--- src/rtl/dice_result_tracker.sv ---
// Result tracker for the electronic dice: detects button release, latches the final face,
// offers it on a valid/ready handshake and keeps saturating per-face and total tallies.
module dice_result_tracker #(
    parameter int CNT_W = 8
) (
    input  logic             clk,
    input  logic             rst_n,
    input  logic             button,
    input  logic [2:0]       throw,
    output logic [2:0]       result,
    output logic             result_valid,
    input  logic             result_ready,
    input  logic [2:0]       face_sel,
    output logic [CNT_W-1:0] face_count,
    output logic [CNT_W-1:0] total_count,
    output logic             error,
    output logic             overrun
);

    typedef enum logic [1:0] {
        IDLE,
        ROLL,
        DONE,
        DONE_ROLL
    } state_t;

    state_t           state_q, state_d;
    logic             btn_q;
    logic [2:0]       result_q, result_d;
    logic             valid_q, valid_d;
    logic [CNT_W-1:0] total_q, total_d;
    logic [CNT_W-1:0] tally_q [6];
    logic [CNT_W-1:0] tally_d [6];
    logic             error_q, error_d;
    logic             overrun_q, overrun_d;

    logic release_evt;
    logic handshake;
    logic face_ok;
    logic capture;

    assign release_evt = btn_q & ~button;
    assign handshake   = valid_q & result_ready;
    assign face_ok     = (throw >= 3'd1) && (throw <= 3'd6);

    // NOTE: every always_comb output starts from a default so no path can infer a latch.
    always_comb begin
        state_d   = state_q;
        result_d  = result_q;
        valid_d   = valid_q;
        total_d   = total_q;
        tally_d   = tally_q;
        error_d   = error_q;
        overrun_d = overrun_q;
        capture   = 1'b0;

        case (state_q)
            IDLE: begin
                if (button) state_d = ROLL;
            end
            ROLL: begin
                if (release_evt) begin
                    if (face_ok) begin
                        capture = 1'b1;
                        state_d = DONE;
                    end else begin
                        error_d = 1'b1;
                        state_d = IDLE;
                    end
                end
            end
            DONE: begin
                if (handshake) begin
                    valid_d = 1'b0;
                    state_d = button ? ROLL : IDLE;
                end else if (button) begin
                    state_d = DONE_ROLL;
                end
            end
            DONE_ROLL: begin
                if (release_evt) begin
                    if (face_ok) begin
                        capture = 1'b1;
                        if (!handshake) overrun_d = 1'b1;
                        state_d = DONE;
                    end else begin
                        error_d = 1'b1;
                        // An accept on the same edge still consumes the old face.
                        if (handshake) begin
                            valid_d = 1'b0;
                            state_d = IDLE;
                        end else begin
                            state_d = DONE;
                        end
                    end
                end else if (handshake) begin
                    valid_d = 1'b0;
                    state_d = ROLL;
                end
            end
            default: state_d = IDLE;
        endcase

        if (capture) begin
            result_d = throw;
            valid_d  = 1'b1;
            if (total_q != '1) total_d = total_q + CNT_W'(1);
            for (int i = 0; i < 6; i++) begin
                if (throw == 3'(i + 1) && tally_q[i] != '1) tally_d[i] = tally_q[i] + CNT_W'(1);
            end
        end
    end

    // NOTE: non-blocking assignments only in sequential logic; the tally array is reset
    // explicitly because its contents are architecturally visible counters.
    always_ff @(posedge clk or negedge rst_n) begin
        if (!rst_n) begin
            state_q   <= IDLE;
            btn_q     <= 1'b0;
            result_q  <= '0;
            valid_q   <= 1'b0;
            total_q   <= '0;
            error_q   <= 1'b0;
            overrun_q <= 1'b0;
            for (int i = 0; i < 6; i++) tally_q[i] <= '0;
        end else begin
            state_q   <= state_d;
            btn_q     <= button;
            result_q  <= result_d;
            valid_q   <= valid_d;
            total_q   <= total_d;
            error_q   <= error_d;
            overrun_q <= overrun_d;
            tally_q   <= tally_d;
        end
    end

    always_comb begin
        face_count = '0;
        for (int i = 0; i < 6; i++) begin
            if (face_sel == 3'(i + 1)) face_count = tally_q[i];
        end
    end

    assign result       = result_q;
    assign result_valid = valid_q;
    assign total_count  = total_q;
    assign error        = error_q;
    assign overrun      = overrun_q;

endmodule

--- config.mk ---
export PLATFORM = sky130hd
export DESIGN_NAME = dice_result_tracker
export DESIGN_NICKNAME = d
export VERILOG_FILES = /design/src/rtl/dice_result_tracker.sv
export SDC_FILE = /design/constraint.sdc
export NUM_CORES = 1
export LEC_CHECK = 0
export ABC_AREA = 1
export CAP_MARGIN = 40
export CELL_PAD_IN_SITES_DETAIL_PLACEMENT = 0
export CELL_PAD_IN_SITES_GLOBAL_PLACEMENT = 1
export CORE_AREA = 2 2 100 102
export DETAILED_ROUTE_END_ITERATION = 8
export DIE_AREA = 0 0 102 104
export GPL_TIMING_DRIVEN = 0
export MAX_ROUTING_LAYER = met4
export PLACE_DENSITY = 0.86
export SLEW_MARGIN = 20
export SYNTH_ARGS = -nofsm -noshare
export SYNTH_HDL_FRONTEND = slang
export SYNTH_SLANG_ARGS = --single-unit
--- constraint.sdc ---
create_clock -name clk -period 2.35 [get_ports clk]
set_clock_uncertainty 0.15 [all_clocks]
set_input_delay 0.47 -clock clk [delete_from_list [all_inputs] [get_ports clk]]
set_output_delay 0.47 -clock clk [all_outputs]
set_load 0.01 [all_outputs]
==> results.py, run 1 <==
metrics = {
    "yosys": {
        "ys.warnings.count": 0,
        "synth_seq_cells": 65,
        "synthFlopType": "dfrtp_1",
        "syn_nets": 653,
        "async_flop_share": 1.00,
        "ys_seq_area_frac": 0.382,
        "syn_area_um2": 4260,
        "synth_edf_count": 0,
        "synthDistinctLibCells": 24,
        "avgSynthCellArea_um2": 6.70,
        "syn-instance-count": 636,
    },
    "timing": {
        "fin_crit_sh": 0.976,
        "setup_viol": 0,
        "finalHoldViolCount": 0,
        "worst_slew_margin_rel": 0.652,
        "worst-slew-pin-transition_ps": 520,
        "rsz0062_at_grt": "no",
        "max_clock_freq_mhz": 436,
        "period_minus_slack_ps": 2290,
        "slew_viol_final": 0,
    },
    "worst_setup_path": {
        "cpLargestDelayFamily": "buffers and inverters",
        "r2r_cells": 8,
        "start_kind": "input port",
        "reg2reg_from": "tally_q[8]$_DFFE_PN0P_",
        "worstPathBufferInverterCount": 4,
        "ff2ff_setup_slack_ps": 600,
        "worstSetupPathType": "in2out",
        "critPathSlowestCell": "dlygate4sd2_1",
        "cp.required_ps": 1730,
        "arrival_ps": 1670,
        "cp_cell_sequence": "dlygate4sd2_1 > buf_6 > buf_4 > nand4_1 > nand2_1 > nand2_1 > nand4_1 > clkdlybuf4s15_2",
        "path_max_fanout": 10,
        "max_stage_delay_ps": 270,
        "timing.rr.end": "tally_q[13]$_DFFE_PN0P_",
        "endpoint_kind": "output pin",
    },
    "place": {
        "place_congestion": 0.815,
        "placement.io_buffers": 31,
        "dp_hpwl_um": 7390,
        "dp.cells": 801,
    },
    "global_routing": {
        "antenna_found_initial": 0,
        "grt_pass1_wl_um": 17400,
        "grt_pass1_vias": 3577,
        "grt_max_degree": 35,
        "globalRouteOverflowTotal": 0,
        "grt.total_usage": 0.212,
    },
    "routing": {
        "drtIter0Drc": 177,
        "post_drt_wl_per_cell_um": 12.4,
        "via_per_inst": 4.92,
        "ant_nets": 0,
        "dr.pass1.iters": 5,
        "drc": 0,
        "vias": 4032,
        "totalWireLength_um": 10200,
    },
    "job": {
        "maxCapViolCount": 0,
    },
    "power": {
        "vdd_drop_max_uv": 357,
        "leakage_nw": 2.71,
        "p_per_area_nw_per_um2": 592,
    },
    "clock_network": {
        "clock_latency_ps": 350,
        "htree_levels": 3,
        "cts_root_buffer": "clkbuf_8",
        "cts_buffers": 9,
        "clk_path_buf_depth": 2,
        "cts.clk_slew.worst_paths_ps": 70,
        "cts_sinks": 65,
        "cts_tree": "yes",
    },
    "hold_path": {
        "min_path_cells": 2,
        "hold_end": "result[2]$_DFFE_PN0P_",
        "worstHoldPathType": "reg2reg",
        "hp-start": "result[2]$_DFFE_PN0P_",
    },
    "finish": {
        "finalNonFillerCells": 819,
        "layout.nets": 699,
        "antennaDiodeCount": 0,
        "final_layout_size_suffix_gt1_frac": 0.0933,
        "final_common_cell": "nand2_1",
        "utilization": 0.526,
        "final_cell_mix": "300 x nand2_1, 70 x inv_1, 65 x dfrtp_1",
        "syn_to_final_growth_pct": 17.7,
    },
    "floorplanning": {
        "row_count": 36,
        "io_pins": 32,
        "core_um2": 9550,
        "die_h_um": 104,
        "die_area_um2": 10600,
        "initial_utilization": 0.446,
        "die_x_um": 102,
    },
    "run_status": {
        "status": "completed",
    },
}
-- worst min-delay path, stage by stage, from the launching register on --
cell	delay [ps]
dfrtp_1	340
nand2_1	50
o21ai_0	60
-- synthesized netlist by cell type, types with 2 or more instances --
| library cell | n | area, µm² |
|---|---|---|
| nand2_1 | 302 | 1130 |
| nand2_2 | 2 | 12.5 |
| clkinv_2 | 3 | 15.0 |
| inv_1 | 72 | 270 |
| dfrtp_1 | 65 | 1630 |
| buf_2 | 7 | 35.0 |
| xor2_1 | 12 | 105 |
| ha_1 | 7 | 87.6 |
| nand3_1 | 35 | 175 |
| clkbuf_1 | 4 | 15.0 |
| o21ai_0 | 18 | 90.1 |
| nor3_1 | 10 | 50.1 |
| nand4_1 | 35 | 219 |
| nand3b_1 | 3 | 22.5 |
| inv_2 | 2 | 7.51 |
| nor2_1 | 33 | 124 |
| nor2_2 | 2 | 12.5 |
| o21bai_1 | 2 | 15.0 |
| nand3_4 | 6 | 105 |
| xnor2_1 | 9 | 78.8 |
| nor2_4 | 4 | 45.0 |
-- power by group --
| part | switching, mW | leakage, nW | internal, mW |
|---|---|---|---|
| combinational | 0.310 | 1.74 | 0.275 |
| clock | 0.437 | 0.102 | 0.539 |
| sequential | 0.167 | 0.866 | 1.24 |
-- registers in the layout, summed over array words and instances (netlist names) --
| name | count |
|---|---|
| btn_q | 1 |
| error | 1 |
| overrun | 1 |
| result | 3 |
| result_valid | 1 |
| state_q | 2 |
| tally_q | 48 |
| total_count | 8 |
-- kinds of logic after synthesis --
family	synth area share
xor+xnor	0.0431
simple gates	0.446
flops	0.382
buf+inv	0.0813
fa+ha+maj	0.0205
compound gates	0.0279
-- cell type report --
class / instances / area, µm²
Buffer: 11 / 73.8
Clock buffer: 12 / 155
Clock inverter: 3 / 40.0
Fill cell: 992 / 4530
Inverter: 78 / 298
Multi-Input combinational cell: 482 / 2330
Sequential cell: 65 / 1630
Tap cell: 133 / 166
Timing Repair Buffer: 35 / 329
-- metrics by stage --
| stage | setup TNS, ps | setup slack, ps | total power, mW | hold slack (ps) | area (µm²) |
|---|---|---|---|---|---|
| 6_report | 0 | 57.2 | 2.97 | 339 | 5020 |
| 4_1_cts | 0 | 9.60 | 3.02 | 343 | 5030 |
| 2_1_floorplan | 0 | 484 | 1.73 | 24.4 | 4260 |
| 5_1_grt | 0 | 2.22 | 3.16 | 373 | 5020 |
| 3_5_place_dp | -6020 | -794 | 2.01 | 296 | 4760 |
| 3_3_place_gp | -118430 | -1730 | 1.99 | 319 | 4740 |
-- timing repair --
| item | 4_1_cts | 5_1_grt |
|---|---|---|
| gates resized for setup | 50 | 9 |
| setup buffers | 1 | 0 |
| hold endpoints to repair | 31 | 0 |
| hold buffers | 1 | 0 |
| pin swaps | 1 | 4 |
| gates cloned | 1 | 0 |
| endpoints found under the setup margin | 8 | 8 |
-- layer usage --
layer  up-vias  wire length, µm  GRT usage
met1      1892             4980      0.297
li1       2084                -          -
met2        42             4740      0.308
met3        14              220     0.0296
met4         0              226     0.0857
met5         -                0          -
-- how the worst max path moves through the flow --
| stage | start | endpoint | slack, ps | cells past startpoint |
|---|---|---|---|---|
| floorplan | face_sel[1] | face_count[3] | 480 | 7 |
| global placement | rst_n | total_count[4]$_DFFE_PN0P_ | -1730 | 1 |
| detailed placement | face_sel[0] | face_count[5] | -790 | 7 |
| CTS | face_sel[2] | face_count[3] | 10 | 8 |
| global route | face_sel[1] | face_count[3] | 2 | 8 |
| finish | face_sel[1] | face_count[3] | 60 | 8 |
No activity file was read; power rests on OpenSTA's default activity.
==> run 2, diff against run 1 <==
--- a/config.mk
+++ b/config.mk
@@ -6,6 +6,7 @@
 export NUM_CORES = 1
 export LEC_CHECK = 0
 export ABC_AREA = 1
+export ABC_CLOCK_PERIOD_IN_PS = 2350
 export CAP_MARGIN = 40
 export CELL_PAD_IN_SITES_DETAIL_PLACEMENT = 0
 export CELL_PAD_IN_SITES_GLOBAL_PLACEMENT = 1
==> results of run 2 <==
Final layout, timing and power as in run 1 (identical DEF).
==> run 3, diff against run 2 <==
==> constraint.sdc (replaced) <==
create_clock -name clk -period 2.35 [get_ports clk]
set_clock_uncertainty 0.15 [all_clocks]
set_input_delay 0.47 -clock clk [delete_from_list [all_inputs] [get_ports clk]]
set_output_delay 0.47 -clock clk [all_outputs]
set_load 0.02 [all_outputs]
==> results.py, run 3 (synthesis results as in run 1) <==
metrics = {
    "run_status": {
        "status": "completed",
    },
    "finish": {
        "multi_input_area_um2": 2330,
        "regMostFlops": "tally_q",
        "layout.nets": 699,
        "final_common_cell": "nand2_1",
        "finalNonFillerCells": 819,
        "final_cell_mix": "300 x nand2_1, 69 x inv_1, 65 x dfrtp_1",
        "utilization": 0.524,
        "final_layout_size_suffix_gt1_frac": 0.0933,
        "n_fill_cell": 997,
        "antennaDiodeCount": 0,
        "syn_to_final_growth_pct": 17.4,
        "largest_reg_flops": 48,
        "regArea_um2": 1630,
    },
    "timing": {
        "fin_crit_sh": 0.973,
        "slew_viol_final": 0,
        "period_minus_slack_ps": 2290,
        "worst-slew-pin-transition_ps": 515,
        "finalHoldViolCount": 0,
        "setup_viol": 0,
        "max_clock_freq_mhz": 437,
        "worst_slew_margin_rel": 0.655,
        "setup_ws_ps": 64.0,
    },
    "hold_path": {
        "worstHoldPathType": "reg2reg",
    },
    "worst_setup_path": {
        "r2r_cells": 8,
        "worstSetupPathType": "in2out",
        "path_max_fanout": 10,
        "endpoint": "face_count[5]",
        "reg2reg_from": "tally_q[8]$_DFFE_PN0P_",
        "endpoint_kind": "output pin",
        "start_kind": "input port",
        "ff2ff_setup_slack_ps": 600,
        "worstSetupStartpoint": "face_sel[1]",
        "arrival_ps": 1670,
        "timing.rr.end": "tally_q[13]$_DFFE_PN0P_",
        "cp.required_ps": 1730,
    },
    "global_routing": {
        "globalRouteOverflowTotal": 0,
        "antenna_found_initial": 0,
        "grt.total_usage": 0.210,
        "grt_pass1_vias": 3565,
        "grt_max_degree": 35,
        "grt_pass1_wl_um": 17200,
        "met1_usage": 0.295,
        "use_met2": 0.305,
        "grt_use_met3": 0.0296,
        "top_usage_layer": "met2",
    },
    "clock_network": {
        "cts_tree": "yes",
        "cts_buffers": 9,
        "htree_levels": 3,
        "cts.clk_slew.worst_paths_ps": 70,
        "cts_sinks": 65,
        "clock_latency_ps": 360,
        "cts_root_buffer": "clkbuf_8",
        "clk_path_buf_depth": 2,
    },
    "routing": {
        "via_per_inst": 4.91,
        "totalWireLength_um": 10100,
        "post_drt_wl_per_cell_um": 12.3,
        "ant_nets": 0,
        "dr.pass1.iters": 4,
        "drc": 0,
        "vias": 4023,
        "drtIter0Drc": 192,
    },
    "floorplanning": {
        "die_h_um": 104,
        "die_x_um": 102,
        "die_area_um2": 10600,
        "io_pins": 32,
        "row_count": 36,
        "core_um2": 9550,
        "initial_utilization": 0.446,
    },
    "place": {
        "dp_hpwl_um": 7390,
        "placement.io_buffers": 31,
        "dp.cells": 801,
        "place_congestion": 0.815,
        "pre_cts_ws_ps": -862,
    },
    "power": {
        "p_per_area_nw_per_um2": 604,
        "leakage_nw": 2.72,
        "vdd_drop_max_uv": 387,
    },
    "job": {
        "maxCapViolCount": 0,
    },
}
==> run 3: how the worst min path moves through the flow <==
stage / start / slack (ps) / to / depth (start not counted)
finish: result[2]$_DFFE_PN0P_ / 340 / result[2]$_DFFE_PN0P_ / 2
global route: result[2]$_DFFE_PN0P_ / 370 / result[2]$_DFFE_PN0P_ / 2
CTS: result[2]$_DFFE_PN0P_ / 340 / result[2]$_DFFE_PN0P_ / 2
detailed placement: rst_n / 300 / tally_q[45]$_DFFE_PN0P_ / 1
global placement: error$_DFFE_PN0P_ / 320 / error$_DFFE_PN0P_ / 1
floorplan: rst_n / 20 / btn_q$_DFF_PN0_ / 0
==> run 3: through the flow <==
stage	TNS, ps	area (µm²)	hold WS [ps]	power, mW
after floorplan	0	4260	24.4	1.78
after global placement	-118960	4740	319	2.05
after detailed placement	-6560	4760	296	2.06
after CTS	0	4990	343	3.06
after global routing	-39.0	5000	373	3.20
final	0	5000	339	3.02
==> run 3: per-layer routing <==
metal  routed length (µm)  share of wire
met1                 4910           0.49
met2                 4700           0.46
met3                  259          0.026
met4                  238          0.024
met5                    0              0
==> run 3: area by class of cell <==
| cell class | instances | share of cell area |
|---|---|---|
| clock inverter | 3 | 0.00800 |
| inverter | 78 | 0.0595 |
| buffer | 11 | 0.0148 |
| multi-input combinational | 482 | 0.465 |
| timing repair buffer | 35 | 0.0638 |
| tap | 133 | 0.0333 |
| clock buffer | 12 | 0.0310 |
| sequential | 65 | 0.325 |
==> run 3: timing repair <==
item | in CTS | in global routing
hold buffers | 1 | 0
setup endpoints to repair | 8 | 8
endpoints found under the hold margin | 31 | 0
cloned | 1 | 0
pin swaps | 1 | 2
gates resized for setup | 60 | 5
buffers inserted | 1 | 0
==> run 3: report_power, final <==
group          internal [mW]  switching [mW]
sequential              1.24           0.168
clock                  0.539           0.438
combinational          0.274           0.359
total                   2.06           0.965
==> run 3: critical path, stage by stage <==
cell and delay (ps):
dlygate4sd2_1 270, buf_6 140, buf_4 160, o21ai_2 140
nand2_1 100, nand2_1 80, nand4_1 110, buf_4 180
